`config.mk`:
```
export PLATFORM = sky130hd
export DESIGN_NAME = tile_raster_mapper_flat
export DESIGN_NICKNAME = d
export VERILOG_FILES = /design/src/rtl/tile_raster_mapper_if.sv /design/src/rtl/tile_raster_mapper.sv /design/src/flat_wrapper.sv
export SDC_FILE = /design/constraint.sdc
export NUM_CORES = 1
export LEC_CHECK = 0
export ABC_AREA = 1
export BUFFER_PORTS_ARGS = -buffer_cell sky130_fd_sc_hd__buf_4
export CORE_MARGIN = 2
export CORE_UTILIZATION = 35
export CTS_CLUSTER_SIZE = 12
export DETAILED_ROUTE_END_ITERATION = 7
export RECOVER_POWER = 100
export SLEW_MARGIN = 5
export SYNTH_ARGS = -nofsm -noshare
export SYNTH_HDL_FRONTEND = slang
export SYNTH_SLANG_ARGS = --single-unit
```
`constraint.sdc`:
```
create_clock -name clk -period 1.3 [get_ports clk]
set_clock_uncertainty 0.1 [all_clocks]
set_input_delay 0.195 -clock clk [delete_from_list [all_inputs] [get_ports clk]]
set_output_delay 0.195 -clock clk [all_outputs]
set_load 0.1 [all_outputs]
```
`src/rtl/tile_raster_mapper_if.sv`:
```
// -----------------------------------------------------------------------------
// tile_raster_mapper_if
// Query-path bundle for tile_raster_mapper: a valid/ready request carrying a
// grid index, and a valid/ready response carrying the tile-centre coordinate.
//   master : game-logic side (drives req_*, rsp_ready)
//   slave  : mapper side     (drives req_ready, rsp_*)
// Parameters must match those of the tile_raster_mapper instance it connects.
// -----------------------------------------------------------------------------
interface tile_raster_mapper_if #(
   parameter int H_W     = 11,
   parameter int V_W     = 10,
   parameter int IDX_X_W = 7,
   parameter int IDX_Y_W = 6
);
   logic               req_valid;
   logic               req_ready;
   logic [IDX_X_W-1:0] req_x;
   logic [IDX_Y_W-1:0] req_y;
   logic               rsp_valid;
   logic               rsp_ready;
   logic [H_W-1:0]     rsp_x;
   logic [V_W-1:0]     rsp_y;
   logic               rsp_err;

   modport master (
      output req_valid, req_x, req_y, rsp_ready,
      input  req_ready, rsp_valid, rsp_x, rsp_y, rsp_err
   );

   modport slave (
      input  req_valid, req_x, req_y, rsp_ready,
      output req_ready, rsp_valid, rsp_x, rsp_y, rsp_err
   );
endinterface

```
`src/rtl/tile_raster_mapper.sv`:
```
// -----------------------------------------------------------------------------
// tile_raster_mapper
// Raster path: maps live VGA counters to grid cell index and in-tile sub-pixel
// offset through a 2-stage pipeline that advances on pix_en.
// Query path: maps a grid index to its tile-centre display coordinate through
// a single-entry valid/ready response register.
// Ports:
//   clk, rst_n            clock, asynchronous active-low reset
//   pix_en                pixel strobe (raster pipeline enable)
//   h_count, v_count      raster counters
//   cell_x, cell_y        grid cell of the pixel (0 outside the grid)
//   sub_x, sub_y          pixel offset inside the tile (0 outside the grid)
//   cell_valid            pixel lies inside the grid area
//   frame_start           one-strobe pulse for the first visible pixel
//   qry                   query bundle (tile_raster_mapper_if.slave)
// Optional macro TILE_MAP_SCROLL_EN adds scroll_x, scroll_y, scroll_load:
// a frame-synchronous cell scroll applied modulo the grid size.
// -----------------------------------------------------------------------------
module tile_raster_mapper #(
   parameter int H_W             = 11,
   parameter int V_W             = 10,
   parameter int H_VISIBLE_START = 336,
   parameter int V_VISIBLE_START = 27,
   parameter int TILE_SHIFT      = 4,
   parameter int GRID_W          = 80,
   parameter int GRID_H          = 50,
   parameter int IDX_X_W         = 7,
   parameter int IDX_Y_W         = 6
) (
   input  logic                  clk,
   input  logic                  rst_n,
   input  logic                  pix_en,
   input  logic [H_W-1:0]        h_count,
   input  logic [V_W-1:0]        v_count,
   output logic [IDX_X_W-1:0]    cell_x,
   output logic [IDX_Y_W-1:0]    cell_y,
   output logic [TILE_SHIFT-1:0] sub_x,
   output logic [TILE_SHIFT-1:0] sub_y,
   output logic                  cell_valid,
   output logic                  frame_start,
`ifdef TILE_MAP_SCROLL_EN
   input  logic [IDX_X_W-1:0]    scroll_x,
   input  logic [IDX_Y_W-1:0]    scroll_y,
   input  logic                  scroll_load,
`endif
   tile_raster_mapper_if.slave   qry
);

   localparam logic [H_W-1:0]     LP_HS  = H_W'(H_VISIBLE_START);
   localparam logic [V_W-1:0]     LP_VS  = V_W'(V_VISIBLE_START);
   localparam logic [H_W:0]       LP_GW1 = (H_W+1)'(GRID_W);
   localparam logic [V_W:0]       LP_GH1 = (V_W+1)'(GRID_H);
   localparam logic [IDX_X_W-1:0] LP_GWX = IDX_X_W'(GRID_W);
   localparam logic [IDX_Y_W-1:0] LP_GHY = IDX_Y_W'(GRID_H);
   localparam logic [H_W-1:0]     LP_HCTR = H_W'(H_VISIBLE_START + (1 << (TILE_SHIFT-1)) - 1);
   localparam logic [V_W-1:0]     LP_VCTR = V_W'(V_VISIBLE_START + (1 << (TILE_SHIFT-1)) - 1);

   // ---------------- raster stage 1 ----------------
   // One extra bit so counts before the visible start do not alias into the grid.
   logic [H_W:0] w_rel_x;
   logic [V_W:0] w_rel_y;
   logic         w_in_x, w_in_y, w_first;

   assign w_rel_x = {1'b0, h_count} - {1'b0, LP_HS};
   assign w_rel_y = {1'b0, v_count} - {1'b0, LP_VS};
   assign w_in_x  = (h_count >= LP_HS) && ((w_rel_x >> TILE_SHIFT) < LP_GW1);
   assign w_in_y  = (v_count >= LP_VS) && ((w_rel_y >> TILE_SHIFT) < LP_GH1);
   assign w_first = (h_count == LP_HS) && (v_count == LP_VS);

   logic [H_W-1:0] r_s1_rel_x;
   logic [V_W-1:0] r_s1_rel_y;
   logic           r_s1_in_x, r_s1_in_y, r_s1_first;

   always_ff @(posedge clk or negedge rst_n) begin
      if (!rst_n) begin
         r_s1_rel_x <= '0;
         r_s1_rel_y <= '0;
         r_s1_in_x  <= 1'b0;
         r_s1_in_y  <= 1'b0;
         r_s1_first <= 1'b0;
      end else if (pix_en) begin
         r_s1_rel_x <= w_rel_x[H_W-1:0];
         r_s1_rel_y <= w_rel_y[V_W-1:0];
         r_s1_in_x  <= w_in_x;
         r_s1_in_y  <= w_in_y;
         r_s1_first <= w_first;
      end
   end

   // ---------------- raster stage 2 ----------------
   logic [IDX_X_W-1:0] w_cx_raw, w_cx;
   logic [IDX_Y_W-1:0] w_cy_raw, w_cy;
   logic               w_valid;

   assign w_cx_raw = r_s1_rel_x[TILE_SHIFT +: IDX_X_W];
   assign w_cy_raw = r_s1_rel_y[TILE_SHIFT +: IDX_Y_W];
   assign w_valid  = r_s1_in_x && r_s1_in_y;

`ifdef TILE_MAP_SCROLL_EN
   logic [IDX_X_W-1:0] r_pend_sx, r_act_sx, w_sx_eff;
   logic [IDX_Y_W-1:0] r_pend_sy, r_act_sy, w_sy_eff;
   logic [IDX_X_W:0]   w_sum_x;
   logic [IDX_Y_W:0]   w_sum_y;
   logic               w_swap;

   // Pending scroll becomes active on the frame_start strobe; the first pixel
   // of that frame already uses the new value so the whole frame is consistent.
   assign w_swap   = pix_en && r_s1_first;
   assign w_sx_eff = w_swap ? r_pend_sx : r_act_sx;
   assign w_sy_eff = w_swap ? r_pend_sy : r_act_sy;
   assign w_sum_x  = {1'b0, w_cx_raw} + {1'b0, w_sx_eff};
   assign w_sum_y  = {1'b0, w_cy_raw} + {1'b0, w_sy_eff};
   assign w_cx     = (w_sum_x >= {1'b0, LP_GWX}) ? IDX_X_W'(w_sum_x - {1'b0, LP_GWX})
                                                 : w_sum_x[IDX_X_W-1:0];
   assign w_cy     = (w_sum_y >= {1'b0, LP_GHY}) ? IDX_Y_W'(w_sum_y - {1'b0, LP_GHY})
                                                 : w_sum_y[IDX_Y_W-1:0];

   always_ff @(posedge clk or negedge rst_n) begin
      if (!rst_n) begin
         r_pend_sx <= '0;
         r_pend_sy <= '0;
         r_act_sx  <= '0;
         r_act_sy  <= '0;
      end else begin
         if (scroll_load) begin
            r_pend_sx <= (scroll_x >= LP_GWX) ? scroll_x - LP_GWX : scroll_x;
            r_pend_sy <= (scroll_y >= LP_GHY) ? scroll_y - LP_GHY : scroll_y;
         end
         if (w_swap) begin
            r_act_sx <= r_pend_sx;
            r_act_sy <= r_pend_sy;
         end
      end
   end
`else
   assign w_cx = w_cx_raw;
   assign w_cy = w_cy_raw;
`endif

   always_ff @(posedge clk or negedge rst_n) begin
      if (!rst_n) begin
         cell_x      <= '0;
         cell_y      <= '0;
         sub_x       <= '0;
         sub_y       <= '0;
         cell_valid  <= 1'b0;
         frame_start <= 1'b0;
      end else if (pix_en) begin
         cell_x      <= w_valid ? w_cx : '0;
         cell_y      <= w_valid ? w_cy : '0;
         sub_x       <= w_valid ? r_s1_rel_x[TILE_SHIFT-1:0] : '0;
         sub_y       <= w_valid ? r_s1_rel_y[TILE_SHIFT-1:0] : '0;
         cell_valid  <= w_valid;
         frame_start <= r_s1_first;
      end
   end

   // ---------------- query path ----------------
   // r_rdy_en keeps req_ready low during reset and for the first cycle after.
   logic           r_rdy_en, r_rsp_valid, r_rsp_err;
   logic [H_W-1:0] r_rsp_x, w_q_x;
   logic [V_W-1:0] r_rsp_y, w_q_y;
   logic           w_accept, w_q_err;

   assign qry.req_ready = r_rdy_en && (!r_rsp_valid || qry.rsp_ready);
   assign w_accept      = qry.req_valid && qry.req_ready;
   assign w_q_err       = (qry.req_x >= LP_GWX) || (qry.req_y >= LP_GHY);
   assign w_q_x         = (H_W'(qry.req_x) << TILE_SHIFT) + LP_HCTR;
   assign w_q_y         = (V_W'(qry.req_y) << TILE_SHIFT) + LP_VCTR;

   always_ff @(posedge clk or negedge rst_n) begin
      if (!rst_n) begin
         r_rdy_en    <= 1'b0;
         r_rsp_valid <= 1'b0;
         r_rsp_err   <= 1'b0;
         r_rsp_x     <= '0;
         r_rsp_y     <= '0;
      end else begin
         r_rdy_en <= 1'b1;
         if (w_accept) begin
            r_rsp_valid <= 1'b1;
            r_rsp_err   <= w_q_err;
            r_rsp_x     <= w_q_err ? '0 : w_q_x;
            r_rsp_y     <= w_q_err ? '0 : w_q_y;
         end else if (qry.rsp_ready) begin
            r_rsp_valid <= 1'b0;
         end
      end
   end

   assign qry.rsp_valid = r_rsp_valid;
   assign qry.rsp_err   = r_rsp_err;
   assign qry.rsp_x     = r_rsp_x;
   assign qry.rsp_y     = r_rsp_y;

endmodule
```
`src/flat_wrapper.sv`:
```
// flat-port wrapper written by rule: the top's interface ports become plain ports
module tile_raster_mapper_flat 
#(
   parameter int H_W             = 11,
   parameter int V_W             = 10,
   parameter int H_VISIBLE_START = 336,
   parameter int V_VISIBLE_START = 27,
   parameter int TILE_SHIFT      = 4,
   parameter int GRID_W          = 80,
   parameter int GRID_H          = 50,
   parameter int IDX_X_W         = 7,
   parameter int IDX_Y_W         = 6
)
  (clk, rst_n, pix_en, h_count, v_count, cell_x, cell_y, sub_x, sub_y, cell_valid, frame_start, qry_req_valid, qry_req_x, qry_req_y, qry_rsp_ready, qry_req_ready, qry_rsp_valid, qry_rsp_x, qry_rsp_y, qry_rsp_err);
  tile_raster_mapper_if #(.H_W(H_W), .V_W(V_W), .IDX_X_W(IDX_X_W), .IDX_Y_W(IDX_Y_W)) qry_i ();
  input  logic clk;
  input  logic rst_n;
  input  logic pix_en;
  input  logic [H_W-1:0] h_count;
  input  logic [V_W-1:0] v_count;
  output logic [IDX_X_W-1:0] cell_x;
  output logic [IDX_Y_W-1:0] cell_y;
  output logic [TILE_SHIFT-1:0] sub_x;
  output logic [TILE_SHIFT-1:0] sub_y;
  output logic cell_valid;
  output logic frame_start;
  input wire logic [$bits(qry_i.req_valid)-1:0] qry_req_valid;
  input wire logic [$bits(qry_i.req_x)-1:0] qry_req_x;
  input wire logic [$bits(qry_i.req_y)-1:0] qry_req_y;
  input wire logic [$bits(qry_i.rsp_ready)-1:0] qry_rsp_ready;
  output wire logic [$bits(qry_i.req_ready)-1:0] qry_req_ready;
  output wire logic [$bits(qry_i.rsp_valid)-1:0] qry_rsp_valid;
  output wire logic [$bits(qry_i.rsp_x)-1:0] qry_rsp_x;
  output wire logic [$bits(qry_i.rsp_y)-1:0] qry_rsp_y;
  output wire logic [$bits(qry_i.rsp_err)-1:0] qry_rsp_err;
  assign qry_i.req_valid = qry_req_valid;
  assign qry_i.req_x = qry_req_x;
  assign qry_i.req_y = qry_req_y;
  assign qry_i.rsp_ready = qry_rsp_ready;
  assign qry_req_ready = qry_i.req_ready;
  assign qry_rsp_valid = qry_i.rsp_valid;
  assign qry_rsp_x = qry_i.rsp_x;
  assign qry_rsp_y = qry_i.rsp_y;
  assign qry_rsp_err = qry_i.rsp_err;
  tile_raster_mapper #(.H_W(H_W), .V_W(V_W), .H_VISIBLE_START(H_VISIBLE_START), .V_VISIBLE_START(V_VISIBLE_START), .TILE_SHIFT(TILE_SHIFT), .GRID_W(GRID_W), .GRID_H(GRID_H), .IDX_X_W(IDX_X_W), .IDX_Y_W(IDX_Y_W)) u_core (.clk(clk), .rst_n(rst_n), .pix_en(pix_en), .h_count(h_count), .v_count(v_count), .cell_x(cell_x), .cell_y(cell_y), .sub_x(sub_x), .sub_y(sub_y), .cell_valid(cell_valid), .frame_start(frame_start), .qry(qry_i));
endmodule
```
==> metrics.cfg, run 1 <==
[setup_path]
start_kind=flop
crit_chain=inv_4, nor2_4, nor2_8, buf_6, buf_12
cp_max_fo=2
worstRegToRegCells=7
r2r-end=u_core.qry.rsp_x[10]
cp_data_arrival_time_ps=1300
critPathRequiredTime_ps=1000
crit_start=u_core.qry.rsp_valid
slowest_delay_ps=490
rr_startpoint=u_core.qry.rsp_valid
worst-setup-path-type=reg -> out
regToRegSetupSlack_ps=-250
worstSetupEndpointType=primary output
critPathSlowestCell=dfrtp_4

[logic_synthesis]
synth_top_flop_cell=dfrtp_1
synth_adder_area_share=0.0247
ys_warn_count=0
synth_compound_area_frac=0.128
ys_types=30
seq_area_frac_synth=0.526
postSynthCellCount=362
synth_top_area_share=0.526
yosys-top-cells-count=nand2_1, dfrtp_1, inv_1
synthMostInstantiatedCell=nand2_1
synthMuxAreaShare=0
yosys-top-cells-area=dfrtp_1, nand2_1, o21ai_0
yosysTopAreaCell=dfrtp_1
async_flop_share=1.00
synth-xor-area-share=0.0201
synth_edf_count=0
synth_top_family_by_area=simple AND/OR/NAND/NOR gates
avgSynthCellArea_um2=8.41
synth_seq_cells=64
syn_area_um2=3040
synthSimpleGateAreaFrac=0.208

[global_route]
grt_pass1_vias=2694
grt_pass1_wl_mm=12.7
track_usage=0.164
antenna_found_initial=0
grt_max_degree=27
overflow=0

[sta]
setup_ws_ps=-297
maxSlewViolCount=0
period_minus_slack_ps=1600
final_hold_viol_count=0
max_freq_mhz=626
rsz0062_at_grt=true
finalCritPeriodShare=1.23
setup_viol=21

[placed_design]
placed_cell_area_um2=3870
place.gp.congestion=0.825
post-dp-hpwl_mm=5.23
port-buffer-count=81
dp.cells=553
dpl_worst_slack_ps=-180

[routing]
via_per_inst=4.57
routedWlPerCell_um=12.6
firstDrtPassIters=4
antenna_left=0
dr.first_iter.drc_count=70
routed_wl_mm=7.35
vias=2668
drc=0

[hold_path]
hp-class=in -> reg
min_from=v_count[4]
hold_path_end=u_core.r_s1_rel_y[4]
hold_depth=3

[flow_run]
maxCapViolations=0

[power_and_ir_drop]
ir_worst_vdd_v=0.000466
p_per_area_nw_per_um2=1480
total_leakage_power_nw=2.29

[final_layout]
final_cell_area_um2=4460
num_antenna_cells=0
fin_nets=516
drive_above_1_share=0.288
final_core_util=0.519
instances_no_fill=584
area_growth_syn_to_layout_pct=46.4

[floorplan]
io_pins=86
fp.dieW_um=97.3
die_h_um=97.3
initial_core_util=0.354
dieArea_um2=9460
core-area_um2=8590
num_rows=34

[status]
violations=negative setup slack
status=finished with violations

[cts]
cts_buffers=9
clock-root-buffer=clkbuf_8
path_clk_slew_ps=80
htree_num_levels=3
cts_buffer_depth=2
clock-sinks=64
clkLatencyLatePin_ps=330
cts_tree=done

## metrics by stage
step,setup TNS (ps),hold slack [ps],power [mW]
2_1_floorplan,-8470,-201,3.92
3_3_place_gp,-1280,-26.8,4.46
3_5_place_dp,-2400,-26.9,4.48
4_1_cts,-3620,24.8,6.63
5_1_grt,-5350,38.6,6.89
6_report,-3810,35.2,6.60
## power breakdown
part           internal [mW]  switching, mW
logic                  0.661           1.65
registers               2.21          0.153
clock network           1.14          0.791
total                   4.01           2.59
## layout by cell type (no fill, tap or decap), drive strengths merged
master         n
a21oi          6
a22o           3
a31oi          2
buf           88
bufinv         2
clkbuf        24
clkinv         3
clkinvlp       3
conb           5
dfrtp         64
dlygate4sd3    9
ha             6
inv           47
nand2        115
nand3         12
nand3b         2
nor2          21
nor3           2
o21a           1
o21ai         49
o21bai         1
o22ai          3
o31ai          1
xnor2          3
xor2           4
## flip-flops by register name, indices dropped and copies added (netlist names)
signal and flops:
u_core.r_s1_rel_x 11, u_core.r_s1_rel_y 10, u_core.cell_x 7, u_core.qry.rsp_x 7, u_core.qry.rsp_y 7, u_core.cell_y 6, u_core.sub_x 4, u_core.sub_y 4
u_core.cell_valid 1, u_core.frame_start 1, u_core.qry.rsp_err 1, u_core.qry.rsp_valid 1, u_core.r_rdy_en 1, u_core.r_s1_first 1, u_core.r_s1_in_x 1, u_core.r_s1_in_y 1
## critical path, delay by kind of cell (launching register included)
family / cells / cell delay [ps]
and+or+nand+nor: 2 / 130
DFF: 1 / 490
buffers and inverters: 3 / 340
## worst max path at each step
stage	slack (ps)	depth (start not counted)	end
detailed placement	-180	7	u_core.qry.rsp_y[9]
finish	-300	5	qry_req_ready
floorplan	-560	7	u_core.qry.rsp_x[10]
global placement	-100	7	u_core.qry.rsp_x[7]
CTS	-320	5	qry_req_ready
global route	-360	5	qry_req_ready
## routing by layer
layer | global-route usage | vias to the layer above | wire length (um) | share of wire
met5 | 0 | - | 0 | 0
li1 | - | 1346 | - | -
met2 | 0.264 | 66 | 3460 | 0.47
met1 | 0.223 | 1250 | 3490 | 0.47
met3 | 0.0309 | 6 | 328 | 0.045
met4 | 0.0577 | 0 | 70 | 0.0095
## area by class of cell
cell class	instances	area [um^2]
multi-input cells	236	1200
well taps	108	135
repair inverters	1	7.51
inverters	48	188
repair buffers	111	1090
clock buffers	10	138
clock inverters	6	92.6
fillers	831	4140
flip-flops and latches	64	1610
## what timing repair did
| item | 4_1_cts | 5_1_grt |
|---|---|---|
| endpoints found under the setup margin | 42 | 43 |
| hold buffers | 9 | 0 |
| hold endpoints to repair | 72 | 0 |
| gates cloned | 1 | 0 |
| pin swaps | 4 | 3 |
| gates resized for setup | 47 | 29 |
| setup buffers | 5 | 1 |
## cell families (layout without fill, tap and decap cells)
group	count (synthesis)	after routing
DFF	64	64
adders and majority gates	6	6
and+or+nand+nor	152	152
AOI/OAI and AO/OA	66	66
other	2	5
buffers and inverters	65	176
xor gates and xnor gates	7	7
Note: power is estimated with default switching activity, not from simulation.
==> inputs of run 2 (changes only) <==
--- a/config.mk
+++ b/config.mk
@@ -7,8 +7,10 @@
 export LEC_CHECK = 0
 export ABC_AREA = 1
 export BUFFER_PORTS_ARGS = -buffer_cell sky130_fd_sc_hd__buf_4
-export CORE_MARGIN = 2
+export CAP_MARGIN = 20
+export CORE_MARGIN = 1.5
 export CORE_UTILIZATION = 35
+export CTS_BUF_LIST = sky130_fd_sc_hd__clkbuf_8 sky130_fd_sc_hd__clkbuf_16
 export CTS_CLUSTER_SIZE = 12
 export DETAILED_ROUTE_END_ITERATION = 7
 export RECOVER_POWER = 100
==> run 2 against run 1 <==
- the run still ends with negative setup slack left
- clock-buffer cell count decreased by 1
- maximum frequency is 0.54% higher
- routed wire length decreased by 5.2%
- power decreased by 4.7%
- die area fell by 2.0%
- first-iteration DRC count increased by 93%
- combinational power barely moved
- via count down 1.2%
- register-to-register slack improved by 60 ps
- setup slack gained 8.6 ps
- global-route usage hardly changed
- worst hold slack got worse by 15 ps
==> metrics.cfg, run 2 (synthesis gave the netlist of run 1 again) <==
[final_layout]
area_growth_syn_to_layout_pct=45.2
fillers=799  ; -3.9%
instances_no_fill=585  ; +0.17%
final_cell_area_um2=4420  ; -0.81%
seqCellArea_um2=1610  ; unchanged
drive_above_1_share=0.294  ; +0.00593
final_core_util=0.530  ; +0.0114
top_register=u_core.r_s1_rel_x
layout_common_cells=nand2_1, dfrtp_1, buf_4
multiInputGateArea_um2=1190  ; -0.42%
mostFrequentLayoutCell=nand2_1
num_antenna_cells=0  ; unchanged
fin_nets=520  ; +0.78%
reg_top3=u_core.r_s1_rel_x: 11 flops, u_core.r_s1_rel_y: 10 flops
largest_register_ffs=11  ; unchanged

[cts]
cts_tree=done
path_clk_slew_ps=70  ; about the same
clkLatencyLatePin_ps=330  ; about the same
htree_num_levels=3  ; unchanged
clock-root-buffer=clkbuf_8
cts_buffers=9  ; unchanged
clock-sinks=64  ; unchanged
cts_buffer_depth=2  ; unchanged

[power_and_ir_drop]
p_per_area_nw_per_um2=1420  ; -3.9%
ir_worst_vdd_v=0.000538  ; +16%
total_leakage_power_nw=2.30  ; +0.56%
p_total_mw=6.29  ; -4.7%

[routing]
drc=0  ; unchanged
routed_wl_mm=6.97  ; -5.2%
antenna_left=0  ; unchanged
dr.first_iter.drc_count=135  ; +93%
via_per_inst=4.51  ; -1.3%
routedWlPerCell_um=11.9  ; -5.3%
vias=2637  ; -1.2%
firstDrtPassIters=4  ; unchanged

[hold_path]
min_from=h_count[2]
hp-class=in -> reg
hold_path_end=u_core.r_s1_rel_x[2]
hold_depth=3  ; unchanged

[placed_design]
dp.cells=555  ; +0.36%
port-buffer-count=81  ; unchanged
place.gp.congestion=0.891  ; +8.0%
placed_cell_area_um2=3880  ; +0.23%
post-dp-hpwl_mm=5.02  ; -4.0%
dpl_worst_slack_ps=-135  ; +44.9 ps

[floorplan]
core-area_um2=8340  ; -2.9%
die_h_um=96.3  ; -1.0%
num_rows=33  ; -2.9%
dieArea_um2=9270  ; -2.0%
io_pins=86  ; unchanged
fp.dieW_um=96.3  ; -1.0%
initial_core_util=0.365  ; +0.0107

[setup_path]
worst-setup-path-type=reg -> out
worstRegToRegCells=7  ; unchanged
cp_data_arrival_time_ps=1290  ; about the same
rr_startpoint=u_core.qry.rsp_valid
cp_max_fo=2  ; unchanged
critPathRequiredTime_ps=1000  ; about the same
regToRegSetupSlack_ps=-190  ; +60 ps
worstSetupEndpointType=primary output
r2r-end=u_core.qry.rsp_x[8]
start_kind=flop

[sta]
maxSlewViolCount=0  ; unchanged
period_minus_slack_ps=1590  ; -8.57 ps
relSlewSlack=0.617
max_freq_mhz=630  ; +0.54%
setup_viol=56  ; +170%
setup_ws_ps=-288  ; +8.57 ps
final_hold_viol_count=0  ; unchanged
setup_tns_ps=-5860  ; -2050 ps
tightest_slew_ps=575
rsz0062_at_grt=true
hold_slack_ps=20.7  ; -14.5 ps
finalCritPeriodShare=1.22  ; -0.00659

[global_route]
track_usage=0.164  ; +0.000369
antenna_found_initial=0  ; unchanged
overflow=0  ; unchanged
grt_pass1_vias=2557  ; -5.1%
grt_pass1_wl_mm=11.7  ; -7.9%
grt_max_degree=65  ; +140%

[status]
status=finished with violations
violations=negative setup slack

[flow_run]
maxCapViolations=0  ; unchanged

-- run 2: cell types whose count changed in the layout (fill, tap and decap cells not counted), moves of 2 or more --
cell / change
buf_4: +23
buf_12: -2
clkinv_2: +3
clkbuf_4: -6
buf_6: -5
clkbuf_2: -3
clkinv_4: -2
clkbuf_1: -3
-- run 2: repair_timing --
item,4_1_cts,5_1_grt
endpoints found under the setup margin,29,63
pin swaps,4,1
resized for setup,33,29
hold endpoints to repair,72,0
cloned,1,0
hold buffers,9,0
setup buffers,3,1
-- run 2: worst max-delay path by stage --
stage | endpoint | slack (ps) | cells past startpoint | startpoint
3_5_place_dp | u_core.qry.rsp_y[7] | -140 | 7 | u_core.qry.rsp_valid
4_1_cts | qry_req_ready | -300 | 5 | u_core.qry.rsp_valid
2_1_floorplan | u_core.qry.rsp_x[10] | -560 | 7 | u_core.qry.rsp_valid
5_1_grt | qry_req_ready | -340 | 5 | u_core.qry.rsp_valid
6_report | qry_req_ready | -290 | 5 | u_core.qry.rsp_valid
3_3_place_gp | u_core.qry.rsp_x[7] | -100 | 7 | u_core.qry.rsp_valid
-- run 2: cell type report --
class | instances | area share
sequential | 64 | 0.364
multi-input combinational | 236 | 0.270
timing repair buffer | 115 | 0.250
inverter | 48 | 0.0425
tap | 105 | 0.0297
clock buffer | 9 | 0.0280
clock inverter | 7 | 0.0144
timing repair inverter | 1 | 0.00170
-- run 2: critical path, cell delays in order (launching register included) --
cell     delay (ps)
dfrtp_4         490
inv_4            70
nor2_4           40
nor2_8           90
buf_6           110
buf_12          160
-- run 2: per-layer routing --
| layer | wire [um] | track usage | vias up |
|---|---|---|---|
| met2 | 3020 | 0.246 | 84 |
| met5 | 0 | 0 | - |
| met1 | 3440 | 0.237 | 1199 |
| met4 | 56 | 0.0478 | 0 |
| li1 | - | - | 1348 |
| met3 | 454 | 0.0355 | 6 |
-- run 2: power breakdown --
part	leakage, nW	internal, mW	switching (mW)
clock network	0.0962	0.868	0.762
registers	0.818	2.21	0.150
logic	1.38	0.659	1.64
==> inputs of run 3 (changes only) <==
--- a/config.mk
+++ b/config.mk
@@ -5,7 +5,6 @@
 export SDC_FILE = /design/constraint.sdc
 export NUM_CORES = 1
 export LEC_CHECK = 0
-export ABC_AREA = 1
 export BUFFER_PORTS_ARGS = -buffer_cell sky130_fd_sc_hd__buf_4
 export CAP_MARGIN = 20
 export CORE_MARGIN = 1.5
==> run 3 against run 2 <==
- the run still ends with negative setup slack left
- via count decreased by 11%
- final cell count decreased by 16%
- non-clock buffer count increased by 20
- clock power increased by 9%
- critical path type unchanged
- largest cell class unchanged
- largest power group is now combinational logic
==> metrics.cfg, run 3 <==
[status]
status=finished with violations
violations=negative setup slack

[final_layout]
mostFrequentLayoutCell=buf_4
num_antenna_cells=0  ; unchanged
area_growth_syn_to_layout_pct=56.1
layout_common_cells=buf_4, buf_6, dfrtp_1
fin_nets=432  ; -17%
drive_above_1_share=0.488  ; +0.195
reg_top3=u_core.r_s1_rel_x: 11 flops, u_core.r_s1_rel_y: 10 flops
top_register=u_core.r_s1_rel_x
largest_register_ffs=11  ; unchanged

[routing]
antenna_left=0  ; unchanged
vias=2360  ; -11%
wl_met1_mm=3.20  ; -7.1%
firstDrtPassIters=4  ; unchanged
dr.first_iter.drc_count=78  ; -42%
wl_met3_um=267  ; -41%
top_layer=met4
routedWlPerCell_um=14.3  ; +20%
met2_length_mm=3.49  ; +16%
routed_wl_mm=7.03  ; +0.93%
drc=0  ; unchanged
via_per_inst=4.79  ; +6.2%

[logic_synthesis]
avgSynthCellArea_um2=11.3  ; +35%
ys_warn_count=0  ; unchanged
yosysTopAreaCell=dfrtp_1
syn_area_um2=2890  ; -5.0%
postSynthCellCount=255  ; -30%
synthMostInstantiatedCell=dfrtp_1
async_flop_share=1.00  ; unchanged
ys_types=42  ; +40%
synth_top_area_share=0.554  ; +0.0275
synth_seq_cells=64  ; unchanged
synth_edf_count=0  ; unchanged
seq_area_frac_synth=0.554  ; +0.0275
yosys-top-cells-area=dfrtp_1, a22o_1, mux2_2
synth_top_flop_cell=dfrtp_1
yosys-top-cells-count=dfrtp_1, a22o_1, nand2_1

[setup_path]
crit_family=flip-flops
start_kind=flop
cp_data_arrival_time_ps=1220  ; -70 ps
slowest_delay_ps=480  ; about the same
cp_max_fo=2  ; unchanged
critPathSlowestCell=dfrtp_4
worst-setup-path-type=reg -> out
crit_chain=nand2b_4, and2_4, buf_12
critPathRequiredTime_ps=1000  ; about the same
timing.critical_path.buf_inv=1  ; -2
worstSetupEndpointType=primary output

[power_and_ir_drop]
ir_worst_vdd_v=0.000818  ; +52%
p_total_mw=6.90  ; +9.7%
p_per_area_nw_per_um2=1530  ; +7.4%
total_leakage_power_nw=2.10  ; -8.7%

[sta]
setup_viol=21  ; -63%
max_freq_mhz=660  ; +4.9%
maxSlewViolCount=0  ; unchanged
period_minus_slack_ps=1510  ; -73.7 ps
finalCritPeriodShare=1.17  ; -0.0567
setup_ws_ps=-215  ; +73.7 ps
setup_tns_ps=-2700  ; +3160 ps
rsz0062_at_grt=true
final_hold_viol_count=0  ; unchanged

[floorplan]
die_h_um=93.9  ; -2.4%
core-area_um2=7850  ; -5.9%
initial_core_util=0.369  ; +0.00364
fp.dieW_um=93.9  ; -2.4%
num_rows=32  ; -3.0%
io_pins=86  ; unchanged
dieArea_um2=8820  ; -4.8%

[global_route]
antenna_found_initial=0  ; unchanged
track_usage=0.176  ; +0.0119
grt_pass1_wl_mm=11.8  ; +0.59%
grt_pass1_vias=2341  ; -8.4%
grt_max_degree=30  ; -54%
overflow=0  ; unchanged

[cts]
clock-root-buffer=clkbuf_8
clkLatencyLatePin_ps=340  ; about the same
cts_buffers=9  ; unchanged
cts_buffer_depth=2  ; unchanged
path_clk_slew_ps=70  ; about the same
cts_tree=done
htree_num_levels=3  ; unchanged
clock-sinks=64  ; unchanged

[flow_run]
maxCapViolations=0  ; unchanged

[hold_path]
hp-class=in -> reg

[placed_design]
post-dp-hpwl_mm=5.11  ; +1.8%
port-buffer-count=81  ; unchanged
place.gp.congestion=0.843  ; -5.5%

## run 3: cell types whose count changed after synthesis, moves of 8 or more
| cell | before | now |
|---|---|---|
| mux2_2 | 0 | 13 |
| o21ai_2 | 9 | 0 |
| inv_1 | 46 | 7 |
| nand3_1 | 12 | 3 |
| o21ai_0 | 39 | 17 |
| xnor2_1 | 3 | 11 |
| nand2_1 | 114 | 20 |
| a22o_1 | 3 | 24 |
## run 3: per-layer routing
metal  up-vias  global-route usage
li1       1163                   -
met1      1147               0.237
met2        43               0.271
met3         7              0.0542
met4         0              0.0585
met5         -                   0
## run 3: area by class of cell
cell class              count  area (um^2)
clock buffers              12          165
clock inverters             3         40.0
fillers                   705         3330
inverters                   7         26.3
multi-input cells         170         1250
flip-flops and latches     64         1640
well taps                 102          128
repair buffers            135         1270
## run 3: what timing repair did
item | 4_1_cts | 5_1_grt
setup buffers | 3 | 1
cloned | 0 | 0
hold endpoints to repair | 70 | 0
resized for setup | 53 | 20
setup endpoints to repair | 49 | 34
pin swaps | 2 | 1
hold buffers | 7 | 0
## run 3: worst register-to-register path, delay by kind of cell (launching register included)
| kind | cells | cell delay, ps |
|---|---|---|
| AOI/OAI and AO/OA | 1 | 220 |
| and+or+nand+nor | 3 | 300 |
| buffers and inverters | 2 | 280 |
| DFF | 1 | 480 |
## run 3: kinds of logic after synthesis
group | Yosys count | share of synthesized area
mux | 13 | 0.0506
buf+inv | 24 | 0.0402
xor+xnor | 21 | 0.0636
simple gates | 60 | 0.103
flops | 64 | 0.554
other cells | 2 | 0.00260
compound gates | 65 | 0.161
fa+ha+maj | 6 | 0.0260
## run 3: worst paths after layout
| path | from | endpoint | slack (ps) | cells after the start |
|---|---|---|---|---|
| worst min-delay path | qry_req_x[6] | u_core.qry.rsp_x[10] | 30 | 3 |
| worst max register to register | u_core.qry.rsp_valid | u_core.qry.rsp_y[6] | -180 | 6 |
| min in group asynchronous | rst_n | u_core.r_s1_first | 220 | 2 |
| worst max-delay path | u_core.qry.rsp_valid | qry_req_ready | -210 | 3 |
| worst min register to register | u_core.r_s1_rel_y[0] | u_core.sub_y[0] | 390 | 1 |
| max in group asynchronous | rst_n | u_core.sub_y[0] | 160 | 3 |
## run 3: power by group
part / switching (mW) / total, mW / internal (mW)
sequential: 0.193 / 2.46 / 2.26
combinational: 1.82 / 2.66 / 0.836
clock: 0.756 / 1.78 / 1.03
total: 2.77 / 6.90 / 4.12
## run 3: stage by stage
stage                     instance area, um^2  utilization  setup WS (ps)  cells  hold WS (ps)
after global placement                   3990        0.508           -241    467         -7.09
after CTS                                4490        0.573           -245    492          9.32
after global routing                     4510        0.575           -266    493          34.3
after detailed placement                 3990        0.508           -282    467         -6.53
final                                    4510        0.575           -215    493          33.9
after floorplan                          2990            -           -421    258          -201
